$ cat src/rtl/alu_result_fifo.sv
// alu_result_fifo: small result buffer behind the 4-bit ALU stage.
// Each entry holds {opcode, cout, out}. Entries leave through a valid/ready handshake.
// There is no fall-through path: an entry becomes visible in the cycle after its push edge.
// A push into a full buffer with no pop in the same cycle is dropped, and the sticky
// overflow flag is raised.
// Optional feature: define ALU_RES_PARITY_EN to store a parity bit per entry and expose
// it on out_parity.

module alu_result_fifo #(
    parameter int unsigned DATA_W = 4,
    // Must be a power of two and at least 2 so that the pointers wrap naturally.
    parameter int unsigned DEPTH  = 4
) (
    input  logic                       clk,
    input  logic                       rst,
    input  logic                       in_valid,
    input  logic [DATA_W-1:0]          in_out,
    input  logic                       in_cout,
    input  logic [1:0]                 in_opcode,
    output logic                       out_valid,
    input  logic                       out_ready,
    output logic [DATA_W-1:0]          out_data,
    output logic                       out_cout,
    output logic [1:0]                 out_opcode,
    output logic                       out_zero,
    output logic [$clog2(DEPTH):0]     count,
    output logic                       full,
    output logic                       empty,
    output logic                       overflow,
`ifdef ALU_RES_PARITY_EN
    output logic                       out_parity,
`endif
    input  logic                       clr_ovf
);

    localparam int unsigned PtrW = $clog2(DEPTH);
    localparam int unsigned CntW = PtrW + 1;
`ifdef ALU_RES_PARITY_EN
    localparam int unsigned EntW = DATA_W + 4;
`else
    localparam int unsigned EntW = DATA_W + 3;
`endif
    localparam logic [CntW-1:0] CntFull = CntW'(DEPTH);

    logic [PtrW-1:0] wr_ptr_q, wr_ptr_d;
    logic [PtrW-1:0] rd_ptr_q, rd_ptr_d;
    logic [CntW-1:0] count_q, count_d;
    logic            ovf_q, ovf_d;

    logic [EntW-1:0] mem [DEPTH];
    logic [EntW-1:0] entry_in;
    logic [EntW-1:0] head;

    logic is_full;
    logic is_empty;
    logic push;
    logic pop;
    logic drop;

    // Occupancy flags and handshake decode, all derived from registered state.
    always_comb begin
        is_full  = (count_q == CntFull);
        is_empty = (count_q == '0);
        pop      = !is_empty && out_ready;
        // A pop in the same cycle frees a slot, so a full buffer can still accept data.
        push     = in_valid && (!is_full || pop);
        drop     = in_valid && is_full && !pop;
    end

    // Pack the incoming ALU result into an entry. Parity is computed once, at push time.
    always_comb begin
        entry_in = '0;
        entry_in[DATA_W-1:0]        = in_out;
        entry_in[DATA_W]            = in_cout;
        entry_in[DATA_W+2:DATA_W+1] = in_opcode;
`ifdef ALU_RES_PARITY_EN
        entry_in[DATA_W+3]          = ^{in_opcode, in_cout, in_out};
`endif
    end

    // Next-state logic for the pointers, the occupancy count and the sticky overflow.
    always_comb begin
        wr_ptr_d = wr_ptr_q;
        rd_ptr_d = rd_ptr_q;
        count_d  = count_q;
        ovf_d    = ovf_q;

        if (push) begin
            wr_ptr_d = wr_ptr_q + PtrW'(1);
        end
        if (pop) begin
            rd_ptr_d = rd_ptr_q + PtrW'(1);
        end

        unique case ({push, pop})
            2'b10:   count_d = count_q + CntW'(1);
            2'b01:   count_d = count_q - CntW'(1);
            default: count_d = count_q;
        endcase

        // When a drop and a clear request arrive together, the set wins.
        if (drop) begin
            ovf_d = 1'b1;
        end else if (clr_ovf) begin
            ovf_d = 1'b0;
        end
    end

    // Control state register with synchronous reset. A reset discards all buffered entries.
    always_ff @(posedge clk) begin
        if (rst) begin
            wr_ptr_q <= '0;
            rd_ptr_q <= '0;
            count_q  <= '0;
            ovf_q    <= 1'b0;
        end else begin
            wr_ptr_q <= wr_ptr_d;
            rd_ptr_q <= rd_ptr_d;
            count_q  <= count_d;
            ovf_q    <= ovf_d;
        end
    end

    // Storage array. It is not reset. A push in the reset cycle is ignored.
    always_ff @(posedge clk) begin
        if (!rst && push) begin
            mem[wr_ptr_q] <= entry_in;
        end
    end

    // Head presentation. Outputs are forced to zero while the buffer is empty so that stale
    // storage never shows downstream.
    always_comb begin
        head       = is_empty ? '0 : mem[rd_ptr_q];
        out_valid  = !is_empty;
        out_data   = head[DATA_W-1:0];
        out_cout   = head[DATA_W];
        out_opcode = head[DATA_W+2:DATA_W+1];
        out_zero   = !is_empty && ({head[DATA_W], head[DATA_W-1:0]} == '0);
`ifdef ALU_RES_PARITY_EN
        out_parity = head[DATA_W+3];
`endif
        count      = count_q;
        full       = is_full;
        empty      = is_empty;
        overflow   = ovf_q;
    end

endmodule

$ cat config.mk
export PLATFORM = sky130hd
export DESIGN_NAME = alu_result_fifo
export DESIGN_NICKNAME = d
export VERILOG_FILES = /design/src/rtl/alu_result_fifo.sv
export SDC_FILE = /design/constraint.sdc
export NUM_CORES = 1
export LEC_CHECK = 0
export CAP_MARGIN = 20
export CORE_ASPECT_RATIO = 0.9
export CORE_MARGIN = 5
export CORE_UTILIZATION = 52
export CTS_CLUSTER_DIAMETER = 80
export DETAILED_ROUTE_END_ITERATION = 8
export PLACE_DENSITY = 0.85
export SLEW_MARGIN = 20
export SYNTH_ARGS = -nofsm -noshare
export SYNTH_HDL_FRONTEND = slang
export SYNTH_SLANG_ARGS = --single-unit
$ cat constraint.sdc
create_clock -name clk -period 3.6 [get_ports clk]
set_input_delay 1.08 -clock clk [delete_from_list [all_inputs] [get_ports clk]]
set_output_delay 1.08 -clock clk [all_outputs]
set_load 0.02 [all_outputs]
; After elaboration in Yosys (flattened, before gate mapping)
; Memories as Yosys holds them, arrays and structs flattened. A register that Yosys moved wholly into a read port is not among the register bits.
; Cells that the tools add are included.
[classes]
add_sub_neg = 4
eq_ne = 3
mux = 8
n_reduce_logical = 15
[ops]
columns = cell, n
row1 = 2-to-1 mux 7 bit, 1
row2 = logical AND 1 bit, 6
row3 = one-hot mux 3 bit (2 select lines), 1
row4 = zero test 5 bit, 1
row5 = adder 2 x 1 -> 2 bit (second input constant), 2
row6 = zero test 1 bit, 4
row7 = 2-to-1 mux 1 bit, 4
row8 = 2-to-1 mux 2 bit, 2
row9 = nonzero test 2 bit, 2
row10 = adder 3 x 1 -> 3 bit (second input constant), 1
row11 = == test 3 bit (second input constant), 1
row12 = zero test 3 bit, 1
row13 = subtractor 3 x 1 -> 3 bit (second input constant), 1
row14 = == test 2 x 1 -> 1 bit (second input constant), 1
row15 = == test 2 bit (second input constant), 1
row16 = logical OR 1 bit, 1
[totals]
register_bits = 8
mem_bits_rw = 28
inputBits = 12
output_inout_bits = 15
wordCells = 35
n_memories = 1
[memory_table]
columns = name, depth, width, rd, rd_ports_with_merged_regs, write_ports, line
row1 = mem, 4, 7, 1, 1, 1, 50  ; logic [EntW-1:0] mem [DEPTH];

; Logic depth before layout (Yosys ltp)
; Gate-level depths: netlist (run 1).
[depth]
depth_word = 8
mapped_depth = 9
ltp_nobuf = 8

; Worst setup path before layout (run 1)
; OpenSTA, ideal clock, no wires.
[synth_timing]
kind = input-to-reg
start = in out_ready
end = reg count_q[2] (netlist: count[2])
setup_ns = 0.132
t_arrival_ns = 2.794
required_time_ns = 3.468
slack_ns = 0.674
cell_stages = 7
path_buffers = 1
cell_sequence = clkbuf_1 > nand2_1 > or2_2 > fa_1 > or3b_2 > a31oi_1 > a21oi_1
[synth_between]
elab_chain_cells = 5
word_cells_on_any_way = 7
classes_between = 2 x eq/ne / 1 x mux / 4 x reduce/logical
[synth_rtl]
columns = element, line
row1 = "start, declared", 21  ; input logic out_ready,
row2 = logical AND 1 bit *, 64  ; pop = !is_empty && out_ready;
row3 = logical OR 1 bit, 66  ; push = in_valid && (!is_full || pop);
row4 = logical AND 1 bit, 66
row5 = == test 2 x 1 -> 1 bit or == test 2 bit (tied branches), 95  ; unique case ({push, pop})
row6 = one-hot mux 3 bit (2 select lines) or nonzero test 2 bit (tied branches), n/a
row7 = "end signal, assigned", 119  ; count_q <= count_d;
row8 = "end, declared", 47  ; logic [CntW-1:0] count_q, count_d;
; Mark *: on every way between the ends. The rest lies on a longest branch, timed or not.
; A chain may end at the register's enable or synchronous reset.

==> results_dict.tcl, run 1 <==
set metrics [dict create \
    status "complete, no violations" \
    finalCritPeriodShare 0.9426 \
    synth_top_area_frac 0.5053 \
    yosys_warnings 0 \
    finalSetupTns_ns 0 \
    via_count 1006 \
    synthCells 114 \
    drv_cap 0 \
    drtIter0Drc 58 \
    netlist_area_mm2 0.001664 \
    rsz0062_at_grt "no" \
    yosys-top-cells-area "edfxtp_1 (51%), dfxtp_1 (12%), mux4_1 (6.3%)" \
    fp.dieArea_mm2 0.004433 \
    synth_top_family_by_area "simple AND/OR/NAND/NOR gates" \
    drc 0 \
    finalHoldViolCount 0 \
    power_density_mw_per_mm2 493.5 \
    rows 19 \
    cts_hold_buf 0 \
    dp_hpwl_mm 2.249 \
    cp_slowest_cell "or4_1" \
    antenna_found_initial 0 \
    worstSkewPairLatency_ns 0.35 \
    maxSlewViolCount 0 \
    regArea_mm2 0.001042 \
    synth-seq-cells 38 \
    yosys.area.top_type "edfxtp_1" \
    synth_fa_ha_area_frac 0.04211 \
    fmax_mhz 294.7 \
    clockPowerShare 0.215 \
    r2r-start "count[0]$_SDFFE_PP0P_" \
    antenna_cells 0 \
    cts_sinks 38 \
    cts_resized 2 \
    portBuffers 26 \
    synth_compound_area_frac 0.03684 \
    worstPathBufferInverterCount 1 \
    seqPwrFrac 0.520 \
    p_sw_uw 299.1 \
    ir_worst_vdd_uv 298.1 \
    cts_tree "built" \
    cts_buffer_depth 2 \
    htreeDepth 2 \
    cts_setup_buffers 0 \
    cp.arrival_ns 2.31 \
    coreArea_mm2 0.003067 \
    cts_buffers 5 \
    grt_usage 0.1564 \
    slew_headroom 0.7306 \
    die_h_um 63.67 \
    setup_viol 0 \
    synth-seq-area-share 0.6256 \
    fin_nets 161 \
    routed_via_density 5.380 \
    utilization 0.6601 \
    synth_cell_types 34 \
    ys_top_cells_by_count "edfxtp_1 (28), and2_1 (10), dfxtp_1 (10)" \
    min_period_ns 3.393 \
    critical_path.max_fanout 5 \
    leakagePower_uw 0.0007024 \
    path_cells "mux4_2, or4_1, nor3_2, dlygate4sd2_1" \
    multi_input_area_um2 563.0 \
    yosys.area_share.xor_xnor 0.02632 \
    worstSetupStartpointType "flip-flop" \
    p_int_uw 699.8 \
    gp_congestion 0.7384 \
    area_growth_pct 21.65 \
    syn_area_per_cell_um2 14.60 \
    yosys.area_share.simple 0.1233 \
    grt_max_degree 13 \
    skew_ns 0.01820 \
    drt_pass1_iterations 4 \
    ys.flop_type "edfxtp_1" \
    ant_nets 0 \
    wl_mm 3.165 \
    required_ns 2.52 \
    p_sw_frac 0.2994 \
    grt_overflow 0 \
    synthArstFlopShare 0 \
    worst-setup-path-type "flip-flop to output port" \
    reg2reg_to "count[2]$_SDFFE_PP0P_" \
    worstSetupPathDepth 4 \
    grt_pass1_wl_mm 5.257 \
    io-pin-count 27 \
    drive_gt1_frac 0.1379 \
    synth_edf_count 28 \
    p_comb_frac 0.265 \
    rr_worst_depth 7 \
    root_buffer "clkbuf_4" \
    worst_pin_slew_ns 0.4041 \
    start_util 0.5426 \
    grt_pass1_vias 1052 \
    max_stage_delay_ns 0.55 \
    rrSetupSlack_ns 0.95 \
    hp-class "flip-flop to flip-flop" \
    nFillCells 229 \
    wire_per_inst_um 16.93 \
    synthMuxAreaShare 0.1098 \
    die_w_um 69.63 \
    synth.most_common_cell "edfxtp_1" \
    crit_path_end_kind "output port" \
    cts.clk_slew.worst_paths_ns 0.12 \
    syn_nets 131 \
    crit_family "simple AND/OR/NAND/NOR gates" \
    endpoint "out_zero" \
]
## worst reg2reg max path, delay by kind of cell, from the launching register on
family	cells	cell delay [ns]
adders and majority gates	1	0.41
and+or+nand+nor	4	1.32
DFF	1	0.54
AOI/OAI and AO/OA	2	0.27
## state kept, by name, summed over array words and instances (netlist names), named ones only
| signal | count |
|---|---|
| mem | 28 |
| count | 3 |
| rd_ptr_q | 2 |
| wr_ptr_q | 2 |
| overflow | 1 |
## routing by layer
layer	global-route usage	part of all wire	vias up
li1	-	-	477
met1	0.1967	0.42	493
met2	0.2476	0.50	31
met3	0.05882	0.068	5
met4	0.05742	0.011	0
met5	0	0	-
## layout make-up
type	count	area share
Sequential cell	38	0.5148
Tap cell	42	0.02596
Multi-Input combinational cell	62	0.2781
Timing Repair Buffer	30	0.1428
Clock buffer	6	0.02040
Clock inverter	2	0.004944
Inverter	7	0.01298
## per-stage QoR
| stage | area (um2) | hold slack (ns) | setup WS, ns | total power [uW] | cells |
|---|---|---|---|---|---|
| finish | 2024 | 0.4785 | 0.2066 | 999.0 | 187 |
| global placement | 1973 | 0.4622 | 0.2823 | 777.2 | 179 |
| CTS | 2024 | 0.4850 | 0.1968 | 1003 | 187 |
| floorplan | 1664 | 0.4847 | 0.6737 | 682.2 | 114 |
| detailed placement | 1973 | 0.4680 | 0.2255 | 794.4 | 179 |
| global route | 2024 | 0.5309 | 0.05662 | 1048 | 187 |
## cells in the final DEF, fill, tap and decap left out, drive strengths merged, types with 2 or more instances in the layout
cell type and n:
nor3 2, nand2 2, and2 11, mux4 7, buf 4, xor2 4, a31oi 2, ha 4
nor2 7, dfxtp 10, inv 7, a21oi 2, or2 2, nand2b 2, nand3b 2, nand3 3
clkbuf 6, clkdlybuf4s50 25, edfxtp 28, clkinv 2
## worst min-delay path by stage
| stage | endpoint | startpoint | cells past startpoint |
|---|---|---|---|
| finish | overflow$_SDFFE_PP0P_ | overflow$_SDFFE_PP0P_ | 2 |
| global route | overflow$_SDFFE_PP0P_ | overflow$_SDFFE_PP0P_ | 2 |
| CTS | overflow$_SDFFE_PP0P_ | overflow$_SDFFE_PP0P_ | 2 |
| detailed placement | overflow$_SDFFE_PP0P_ | overflow$_SDFFE_PP0P_ | 2 |
| global placement | overflow$_SDFFE_PP0P_ | overflow$_SDFFE_PP0P_ | 2 |
| floorplan | flip-flop | rd_ptr_q[1]$_SDFFE_PP0N_ | 2 |
## power by group through the flow
| stage | clock [uW] | sequential, uW | combinational [uW] |
|---|---|---|---|
| global route | 240 | 524 | 284 |
| finish | 215 | 520 | 264 |
| detailed placement | 0 | 529 | 265 |
| global placement | 0 | 526 | 251 |
| CTS | 216 | 520 | 267 |
| floorplan | 0 | 521 | 161 |
## cell families (layout without fill, tap and decap cells)
logic type,after synthesis,in the layout
AO/OA/AOI/OAI,9,9
XOR/XNOR,5,5
adder cells (fa/ha/maj),5,5
buffers and inverters,14,45
flip-flops,38,38
multiplexers,8,8
AND/OR/NAND/NOR,35,35
(Power assumes the default switching activity.)
==> inputs of run 2 (changes only) <==
CTS_CLUSTER_DIAMETER = unset   (was 80)
CTS_CLUSTER_SIZE = 24   (was unset)
SLEW_MARGIN = unset   (was 20)
==> results of run 2 <==
The final DEF is identical to that of run 1; final timing and power are the same.
